**src/rtl/pipe_stage.sv**
```systemverilog
// Pipeline stage register with valid/ready handshake, hazard stall, flush and optional
// two-entry skid buffer so ready_o never depends combinationally on ready_i.
module pipe_stage #(
  parameter int unsigned          DATA_W      = 96,
  parameter int unsigned          CTRL_W      = 8,
  parameter logic [CTRL_W-1:0]    CTRL_BUBBLE = '0,
  parameter bit                   SKID        = 1'b1
) (
  input  logic              clk_i,
  input  logic              rst_n_i,
  input  logic              valid_i,
  output logic              ready_o,
  input  logic [CTRL_W-1:0] ctrl_i,
  input  logic [DATA_W-1:0] data_i,
  input  logic              stall_i,
  input  logic              flush_i,
  output logic              valid_o,
  input  logic              ready_i,
  output logic [CTRL_W-1:0] ctrl_o,
  output logic [DATA_W-1:0] data_o,
  output logic [1:0]        occ_o
);

  typedef enum logic [1:0] {
    StEmpty = 2'd0,
    StOne   = 2'd1,
    StTwo   = 2'd2
  } state_e;

  state_e              state_q, state_d;
  logic [DATA_W-1:0]   head_data_q, head_data_d;
  logic [CTRL_W-1:0]   head_ctrl_q, head_ctrl_d;
  logic [DATA_W-1:0]   skid_data_q, skid_data_d;
  logic [CTRL_W-1:0]   skid_ctrl_q, skid_ctrl_d;
  logic                rdy_en_q;

  logic head_vld, skid_vld, acc, cons;

  assign head_vld = (state_q != StEmpty);
  assign skid_vld = (state_q == StTwo);

  // rdy_en_q keeps ready_o low while in reset and until the first edge after release.
  always_comb begin
    ready_o = 1'b0;
    if (rdy_en_q && !stall_i) begin
      if (SKID) begin
        ready_o = ~skid_vld;
      end else begin
        ready_o = ~head_vld | ready_i;
      end
    end
  end

  assign acc     = valid_i & ready_o;
  assign cons    = head_vld & ready_i & ~stall_i;
  assign valid_o = head_vld;
  assign ctrl_o  = head_vld ? head_ctrl_q : CTRL_BUBBLE;
  assign data_o  = head_data_q;
  assign occ_o   = {1'b0, head_vld} + {1'b0, skid_vld};

  always_comb begin
    state_d     = state_q;
    head_data_d = head_data_q;
    head_ctrl_d = head_ctrl_q;
    skid_data_d = skid_data_q;
    skid_ctrl_d = skid_ctrl_q;
    if (flush_i) begin
      // Only the valid state is cleared; payload registers keep their contents.
      state_d = StEmpty;
    end else begin
      unique case (state_q)
        StEmpty: begin
          if (acc) begin
            head_data_d = data_i;
            head_ctrl_d = ctrl_i;
            state_d     = StOne;
          end
        end
        StOne: begin
          if (acc && cons) begin
            head_data_d = data_i;
            head_ctrl_d = ctrl_i;
          end else if (acc && SKID) begin
            skid_data_d = data_i;
            skid_ctrl_d = ctrl_i;
            state_d     = StTwo;
          end else if (cons) begin
            state_d = StEmpty;
          end
        end
        StTwo: begin
          if (cons) begin
            head_data_d = skid_data_q;
            head_ctrl_d = skid_ctrl_q;
            state_d     = StOne;
          end
        end
        default: state_d = StEmpty;
      endcase
    end
  end

  always_ff @(posedge clk_i or negedge rst_n_i) begin
    if (!rst_n_i) begin
      state_q     <= StEmpty;
      head_data_q <= '0;
      head_ctrl_q <= '0;
      skid_data_q <= '0;
      skid_ctrl_q <= '0;
      rdy_en_q    <= 1'b0;
    end else begin
      state_q     <= state_d;
      head_data_q <= head_data_d;
      head_ctrl_q <= head_ctrl_d;
      skid_data_q <= skid_data_d;
      skid_ctrl_q <= skid_ctrl_d;
      rdy_en_q    <= 1'b1;
    end
  end

endmodule

```
**config.mk**
```make
export PLATFORM = sky130hd
export DESIGN_NAME = pipe_stage
export DESIGN_NICKNAME = d
export VERILOG_FILES = /design/src/rtl/pipe_stage.sv
export SDC_FILE = /design/constraint.sdc
export NUM_CORES = 1
export LEC_CHECK = 0
export BUFFER_PORTS_ARGS = -buffer_cell sky130_fd_sc_hd__buf_2
export CORE_MARGIN = 1
export CORE_UTILIZATION = 43
export DETAILED_ROUTE_END_ITERATION = 10
export GPL_TIMING_DRIVEN = 0
export PLACE_DENSITY = 0.68
export SKIP_LAST_GASP = 1
export SYNTH_ARGS = -nofsm -noshare
export SYNTH_HDL_FRONTEND = slang
export SYNTH_SLANG_ARGS = --single-unit
```
**constraint.sdc**
```tcl
create_clock -name clk_i -period 2 [get_ports clk_i]
set_input_delay 0.3 -clock clk_i [delete_from_list [all_inputs] [get_ports clk_i]]
set_output_delay 0.3 -clock clk_i [all_outputs]
set_load 0.02 [all_outputs]
```
; After elaboration in Yosys (flattened, before gate mapping)
; Index checks and enable logic that the tools add are counted.
[totals]
regBits = 211
[op_classes]
n_reduce_logical = 9
bitwise = 7
eq_ne = 9
add_sub_neg = 1
muxes = 17
[ops]
columns = op, count
row1 = two-way mux 96 bit, 3
row2 = case mux 96 bit (3 select lines), 1
row3 = two-way mux 8 bit, 4
row4 = case mux 8 bit (3 select lines), 1
row5 = two-way mux 2 bit, 6
row6 = AND reduction 4 bit, 2
row7 = "!= test 3 bit, second input constant", 2
row8 = case mux 2 bit (3 select lines), 1
row9 = AND reduction 5 bit, 1
row10 = "!= test 2 bit, second input constant", 2
row11 = "!= test 4 bit, second input constant", 1
row12 = NOT 1 bit, 4
row13 = AND 1 bit, 3
row14 = "!= test 3 x 2 -> 1 bit, second input constant", 1
row15 = nonzero test 3 bit, 1
row16 = adder 1 x 1 -> 2 bit, 1
row17 = "== test 2 x 1 -> 1 bit, second input constant", 1
row18 = "== test 2 bit, second input constant", 1
row19 = logical AND 1 bit, 2
row20 = logical NOT 2 bit, 1
row21 = "!= test 2 x 1 -> 1 bit, second input constant", 1
row22 = nonzero test 2 bit, 1
row23 = logical NOT 1 bit, 1
row24 = two-way mux 1 bit, 1

; Longest topological paths before layout
; Gate-level depths: netlist of the first run.
[depth]
ltp_word = 8
ltp_mapped = 7

; Worst setup path before layout of the first run
; No wires, ideal clock.
[synth_timing]
path_type = reg-to-reg
from = reg state_q[1]
to = reg skid_data_q[35]
setup_ns = 0.125
stages_incl_launch_ff = 7
arrival_ns = 1.690
period_less_slack_ns = 1.815
setup_slack_ns = 0.185
cell_sequence = dfrtp_1 -> nand4bb_1 -> or3_4 -> nor2_4 -> buf_12 -> buf_12 -> mux2_4
[synth_between]
elab_chain_len = 7
elab_cells_between_ends = 11
cone_classes = 2 x eq/ne / 1 x mux / 5 x bitwise / 3 x reduce/logical
[synth_rtl]
columns = element, line
row1 = start: declaration, 30  ; state_e state_q, state_d;
row2 = start signal: assignment, 105  ; state_q <= StEmpty;
row3 = start signal: assignment, 112  ; state_q <= state_d;
row4 = == test 2 bit, 40  ; assign skid_vld = (state_q == StTwo);
row5 = NOT 1 bit, 47  ; ready_o = ~skid_vld;
row6 = two-way mux 1 bit, 45  ; if (rdy_en_q && !stall_i) begin
row7 = AND 1 bit, 54  ; assign acc = valid_i & ready_o;
row8 = logical AND 1 bit, 80  ; if (acc && cons) begin
row9 = NOT 1 bit (no source line), n/a
row10 = AND reduction 4 bit (no source line) (*), n/a
row11 = end signal: assignment, 115  ; skid_data_q <= skid_data_d;
row12 = end: declaration, 33  ; logic [DATA_W-1:0] skid_data_q, skid_data_d;
; Mark *: on every way between the ends. The rest lies on a longest branch, timed or not.
; A chain may end at the register's enable or synchronous reset.

; Worst setup path in the final report of the first run
[layout_timing]
from = reg state_q[1]
to = reg skid_data_q[37]
; Same word-level chain as after synthesis.

==> results.md, run 1 <==
* Status: finished with violations
* Failing checks: negative setup slack
* Critical Path Most Common Cell: buf_12
* Initial DRC count at about 160
* Boundary pin count at 218
* CTS tree: done
* Post-synthesis cell count at about 590
* CP startpoint kind: register
* Crit-path max FO at 10
* Logic gate share of total power at between 20 and 25%
* Clock power frac at 36.3%
* Switching Power at between 3000 and 4000 µW
* Crit path capture type: register
* Total negative setup slack at -0.133 ns
* DR vias/cell at between 4 and 5
* Die height at approximately 150 µm
* TritonRoute pass-1 iters at 4
* Worst reg2reg path depth at 6
* CTS clock-pin slew for the worst setup and hold paths at about 0.06 ns
* Period minus WS final at 2.01 ns
* Pint at a little under 9000 µW
* Main flop type after synthesis: dfrtp_1
* HPWL after DPL at between 10000 and 15000 µm
* Final WL at between 20000 and 25000 µm
* Via Count at between 5000 and 6000
* Crit path max-delay family: simple AND/OR/NAND/NOR gates
* Post-synth cell types at 28
* CP bufs+invs at 2
* CORE AREA at 21800 µm²
* Clock Tree Root: clkbuf_16
* CP Cell Sequence: nand4bb_4 > or3_4 > nor2_4 > buf_12 > buf_12 > mux2_4
* Die Wd at 151 µm
* Nets@finish at between 900 and 1000
* Port Buf Inserts at between 200 and 250
* Gr ovfl total at 0
* Peak supply drop at roughly 0.65 mV
* DR WL/cell at approximately 17 µm
* Initial core utilization at roughly 44%
* Gpl congestion at around 0.72
* Worst Hold Path EP: skid_data_q[6]
* Post-synthesis sequential area ratio at between 50% and 60%
* Final-layout fill cell count at 1804
* Max Slew Vio Count at 0
* Hold Crit Start: data_i[6]
* Worst EP required at between 2 and 2.5 ns
* Total number of yosys warnings at 0
* Commonest non-fill, non-tap cell in the layout: mux2_2
* First-pass GRT wire length at slightly above 30000 µm
* FF-to-FF End: skid_data_q[37]
* Most frequent cells in the layout: 246 x mux2_2, 222 x buf_2, 209 x dfrtp_1
* Worst skew pair latency at 0.51 ns
* Post-Syn Area at around 9600 µm²
* Pwr Total at ~12000 µW
* Sw frac at 27.8%
* Fin worst setup slack at -0.0140 ns
* Critical-path top delay cell: dfrtp_2
* Clk buf depth at 3
* Yosys reg bits at around 210
* Max Clock Skew at roughly 0.008 ns
* Syn_nets at 702
* Sequential share of power at a little over two fifths
* Initial antenna violation count at 2
* Syn avg cell area at between 15 and 20 µm²
* CP Data Arrival Time at ~2.4 ns
* Largest net degree at the start of global routing at 83
* Setup violators final at 36
* Area Growth Syn to Fin at 27.0%
* Critical path class: reg2reg
* Share of cells above drive strength 1 at a little under three quarters
* Max-cap violations at 0
* RSZ-0062 raised after global routing: yes
* Final hold violations at 0
* EDFF count, synth at 0
* Pwr/cell area at between 1000 and 1500 nW/µm²
* Total clock sinks at ~210
* GRT Overall Usage at 17.3%
* Fmax at 497 MHz
* HP Class: in2reg
* FFs w/ async S/R, synth at 100%
* Critical R2R Launch: state_q[1]
* Cell count of the worst hold path at 2
* DRC errors left at 0
* Die footprint at about 23000 µm²
* Number of global-route vias before repair at 5804
* Num CTS Buffers at 25
* Leak Pwr at between 0.005 and 0.006 µW
* Reg2reg setup slack at -0.01 ns
* # rows at 54
* Critical Path Max Stage Delay at 0.44 ns
* Tcrit/Tclk final at 101%
* Htree depth at 1
* ANT nets after route at 0
==> per-stage QoR <==
step | util, % | area, µm² | hold WS (ns) | setup slack (ns) | cells
global placement | 50.4 | 11000 | 0.471 | -3.14 | 1088
global route | 55.7 | 12200 | 0.0110 | -0.0859 | 1149
finish | 55.7 | 12200 | 0.0279 | -0.0140 | 1150
detailed placement | 50.7 | 11100 | 0.253 | -0.213 | 1090
floorplan | - | 9570 | 0.00441 | 0.185 | 591
CTS | 54.9 | 12000 | 0.00739 | -0.0620 | 1142
==> power groups by stage <==
stage	combinational (µW)	sequential, µW	clock [µW]
floorplan	864	6050	0
global placement	2490	5360	0
detailed placement	2540	5390	0
CTS	2560	5330	4590
global route	2700	5420	4770
finish	2520	5320	4470
==> state kept, by name (all words and copies together) (netlist names) <==
signal and cells:
skid_ctrl_q 8, skid_data_q 96, head_ctrl_q 8, rdy_en_q 1, data_o 96, state_q 2
==> synthesized netlist by cell type (all sizes together), types with 2 or more instances <==
| master | number | area, µm² |
|---|---|---|
| nor2 | 3 | 18.8 |
| buf | 30 | 319 |
| a21oi | 2 | 10.0 |
| mux2 | 312 | 3740 |
| o21ai | 2 | 10.0 |
| dfrtp | 211 | 5280 |
| inv | 6 | 22.5 |
| nand2 | 3 | 11.3 |
| nor2b | 8 | 50.1 |
| clkbuf | 3 | 11.3 |
==> kinds of logic after synthesis <==
group | after synthesis | share of synthesized area (%)
compound gates | 9 | 0.693
fa+ha+maj | 1 | 0.131
buf+inv | 39 | 3.69
flops | 211 | 55.2
mux | 312 | 39.1
other cells | 1 | 0.0392
simple gates | 18 | 1.23
==> final cells by class <==
cell class,instances,area (µm²),area share [%]
antenna,2,5.00,0.0412
buffer,32,358,2.94
clock buffer,36,717,5.90
clock inverter,8,96.3,0.792
inverter,6,27.5,0.226
multi-input combinational,341,3970,32.7
sequential,211,5280,43.4
tap,280,350,2.88
timing repair buffer,234,1350,11.1
==> worst max-delay path by stage <==
stage	start	to	slack [ns]	cells after the start
floorplan	state_q[1]	skid_data_q[35]	0.19	6
global placement	rst_n_i	data_o[37]	-3.14	1
detailed placement	state_q[0]	data_o[13]	-0.21	6
CTS	state_q[0]	occ_o[0]	-0.06	6
global route	state_q[0]	occ_o[0]	-0.09	6
finish	state_q[1]	skid_data_q[37]	-0.01	6
==> repair_timing <==
item / in CTS / in global routing
buffers inserted: 7 / 2
pin swaps: 3 / 2
hold endpoints to repair: 51 / 0
resized for setup: 14 / 14
hold buffers: 2 / 0
cloned: 0 / 4
setup endpoints to repair: 132 / 115
==> per-layer routing <==
layer | up-vias | part of all wire [%] | track usage [%] | routed length [µm]
met1 | 2857 | 42 | 22.1 | 8520
met3 | 30 | 5.9 | 4.43 | 1190
met2 | 138 | 50 | 28.7 | 9960
met5 | - | 0 | 0 | 0
met4 | 0 | 2.2 | 5.20 | 451
li1 | 2651 | - | - | -
(Power assumes the default switching activity.)
==> run 2, diff against run 1 <==
Settings changed: RECOVER_POWER set to 50.
==> run 2 against run 1 <==
Against the previous run: the flow still finishes with violations (negative setup slack); global-route usage did not move; sequential share of layout area increased by 0.089 points; worst hold slack about the same; via count decreased by 0.14%; sequential power about the same; combinational power barely moved; register-to-register slack is essentially flat.
==> results.md, run 2 (synthesis results as in run 1) <==
* Max Slew Vio Count at 0 (unchanged)
* CORE AREA at 21800 µm² (unchanged)
* Initial antenna violation count at 2 (unchanged)
* Max-cap violations at 0 (unchanged)
* Gpl congestion at 0.718 (unchanged)
* Area Growth Syn to Fin at 26.8% (was 27.0%)
* Share of cells above drive strength 1 at 71.5% (unchanged)
* Max Clock Skew at 0.00797 ns (was 0.00814 ns)
* Die height at 151 µm (unchanged)
* Area occupied by multi-input gates at 3970 µm² (unchanged)
* Port Buf Inserts at 217 (unchanged)
* Clock Tree Root: clkbuf_16 (unchanged)
* Placed Cells at 1090 (unchanged)
* Crit-path max FO at 10 (unchanged)
* Failing checks: negative setup slack (unchanged)
* # rows at 54 (unchanged)
* Area occupied by registers at 5280 µm² (unchanged)
* Cell Area, Placed at 11100 µm² (unchanged)
* CTS tree: done (unchanged)
* HPWL after DPL at 13700 µm (unchanged)
* Period minus WS final at 2.01 ns (about the same)
* Final-layout fill cell count at 1809 (was 1804)
* Total clock sinks at 211 (unchanged)
* Final core occ at 55.6% (was 55.7%)
* GRT Overall Usage at 17.3% (unchanged)
* Num CTS Buffers at 25 (unchanged)
* Peak supply drop at 0.647 mV (about the same)
* CTS clock-pin slew for the worst setup and hold paths at 0.06 ns (about the same)
* Setup violators final at 30 (was 36)
* CP startpoint kind: register (unchanged)
* Non-Filler Instances at 1150 (unchanged)
* Number of global-route vias before repair at 5804 (unchanged)
* Fin worst setup slack at -0.0132 ns (was -0.0140 ns)
* Gr ovfl total at 0 (unchanged)
* DR WL/cell at 17.5 µm (about the same)
* HP Class: in2reg (unchanged)
* Crit path capture type: register (unchanged)
* Initial DRC count at 158 (unchanged)
* Final hold violations at 0 (unchanged)
* Initial core utilization at 43.9% (unchanged)
* Status: finished with violations (unchanged)
* Tcrit/Tclk final at 101% (about the same)
* Total negative setup slack at -0.106 ns (was -0.133 ns)
* Leak Pwr at 0.00582 µW (was 0.00583 µW)
* DRC errors left at 0 (unchanged)
* Clk buf depth at 3 (unchanged)
* Boundary pin count at 218 (unchanged)
* Commonest non-fill, non-tap cell in the layout: mux2_2 (unchanged)
* Die footprint at 22900 µm² (unchanged)
* Fmax at 497 MHz (about the same)
* ANT nets after route at 0 (unchanged)
* Die Wd at 151 µm (unchanged)
* CP Data Arrival Time at 2.41 ns (about the same)
* Largest net degree at the start of global routing at 83 (unchanged)
* Final Cell Area at 12100 µm² (was 12200 µm²)
* Nets@finish at 962 (unchanged)
* Critical path class: reg2reg (unchanged)
* DR vias/cell at 4.93 (was 4.94)
* Max-slew headroom at under 10%
* First-pass GRT wire length at 31000 µm (unchanged)
* Htree depth at 1 (unchanged)
* Worst-Margin Slew at between 1 and 1.5 ns
* Final WL at 20100 µm (about the same)
* Pwr/cell area at 1010 nW/µm² (about the same)
* Worst skew pair latency at 0.51 ns (about the same)
* Worst EP required at 2.39 ns (about the same)
* TritonRoute pass-1 iters at 4 (unchanged)
* Most frequent cells in the layout: 246 x mux2_2, 222 x buf_2, 209 x dfrtp_1 (unchanged)
* RSZ-0062 raised after global routing: yes (unchanged)
* Via Count at 5668 (was 5676)
run 2: changes by cell type in the layout (fill, tap and decap cells not counted):
cell,before,now
clkbuf_2,3,4
buf_12,8,10
buf_8,3,2
buf_16,2,0
run 2: metal layers:
metal	vias to the layer above	routed length [µm]	GRT usage (%)
li1	2646	-	-
met1	2858	8560	22.1
met2	136	9960	28.7
met4	0	443	5.20
met3	28	1180	4.43
met5	-	0	0
run 2: power by group:
part           switching (µW)  internal, µW
sequential                331          4990
clock                    1740          2740
combinational            1360          1160
run 2: worst max-delay path: stages, from the launching register on:
cell	delay (ns)
dfrtp_2	0.44
nand4bb_4	0.24
or3_4	0.36
nor2_4	0.19
buf_12	0.19
buf_12	0.16
mux2_4	0.31
run 2: final timing paths:
check / slack (ns) / depth (start not counted) / startpoint / endpoint
max in group asynchronous: 0.26 / 3 / rst_n_i / state_q[1]
worst max-delay path: -0.01 / 6 / state_q[1] / skid_data_q[37]
worst min-delay path: 0.03 / 2 / data_i[6] / skid_data_q[6]
min in group asynchronous: 0.65 / 2 / rst_n_i / data_o[86]
worst max register to register: -0.01 / 6 / state_q[1] / skid_data_q[37]
worst min register to register: 0.49 / 1 / data_o[14] / data_o[14]
run 2: metrics by stage:
step           hold WS [ns]  worst slack, ns  total power [µW]
3_3_place_gp          0.471            -3.14              7850
4_1_cts             0.00739          -0.0620             12500
3_5_place_dp          0.253           -0.213              7930
5_1_grt              0.0110          -0.0859             12900
6_report             0.0280          -0.0132             12300
2_1_floorplan       0.00441            0.185              6910
run 2: timing repair:
| action | 4_1_cts | 5_1_grt |
|---|---|---|
| hold buffers | 2 | 0 |
| hold endpoints to repair | 51 | 0 |
| buffers inserted | 7 | 2 |
| cloned | 0 | 4 |
| pin swaps | 3 | 2 |
| setup endpoints to repair | 132 | 115 |
| resized for setup | 14 | 14 |
run 2: cell type report:
class                      instances  share of cell area [%]
antenna                            2                  0.0412
buffer                            32                    2.95
clock buffer                      36                    5.91
clock inverter                     8                   0.794
inverter                           6                   0.227
multi-input combinational        341                    32.7
sequential                       211                    43.5
tap                              280                    2.89
timing repair buffer             234                    10.9
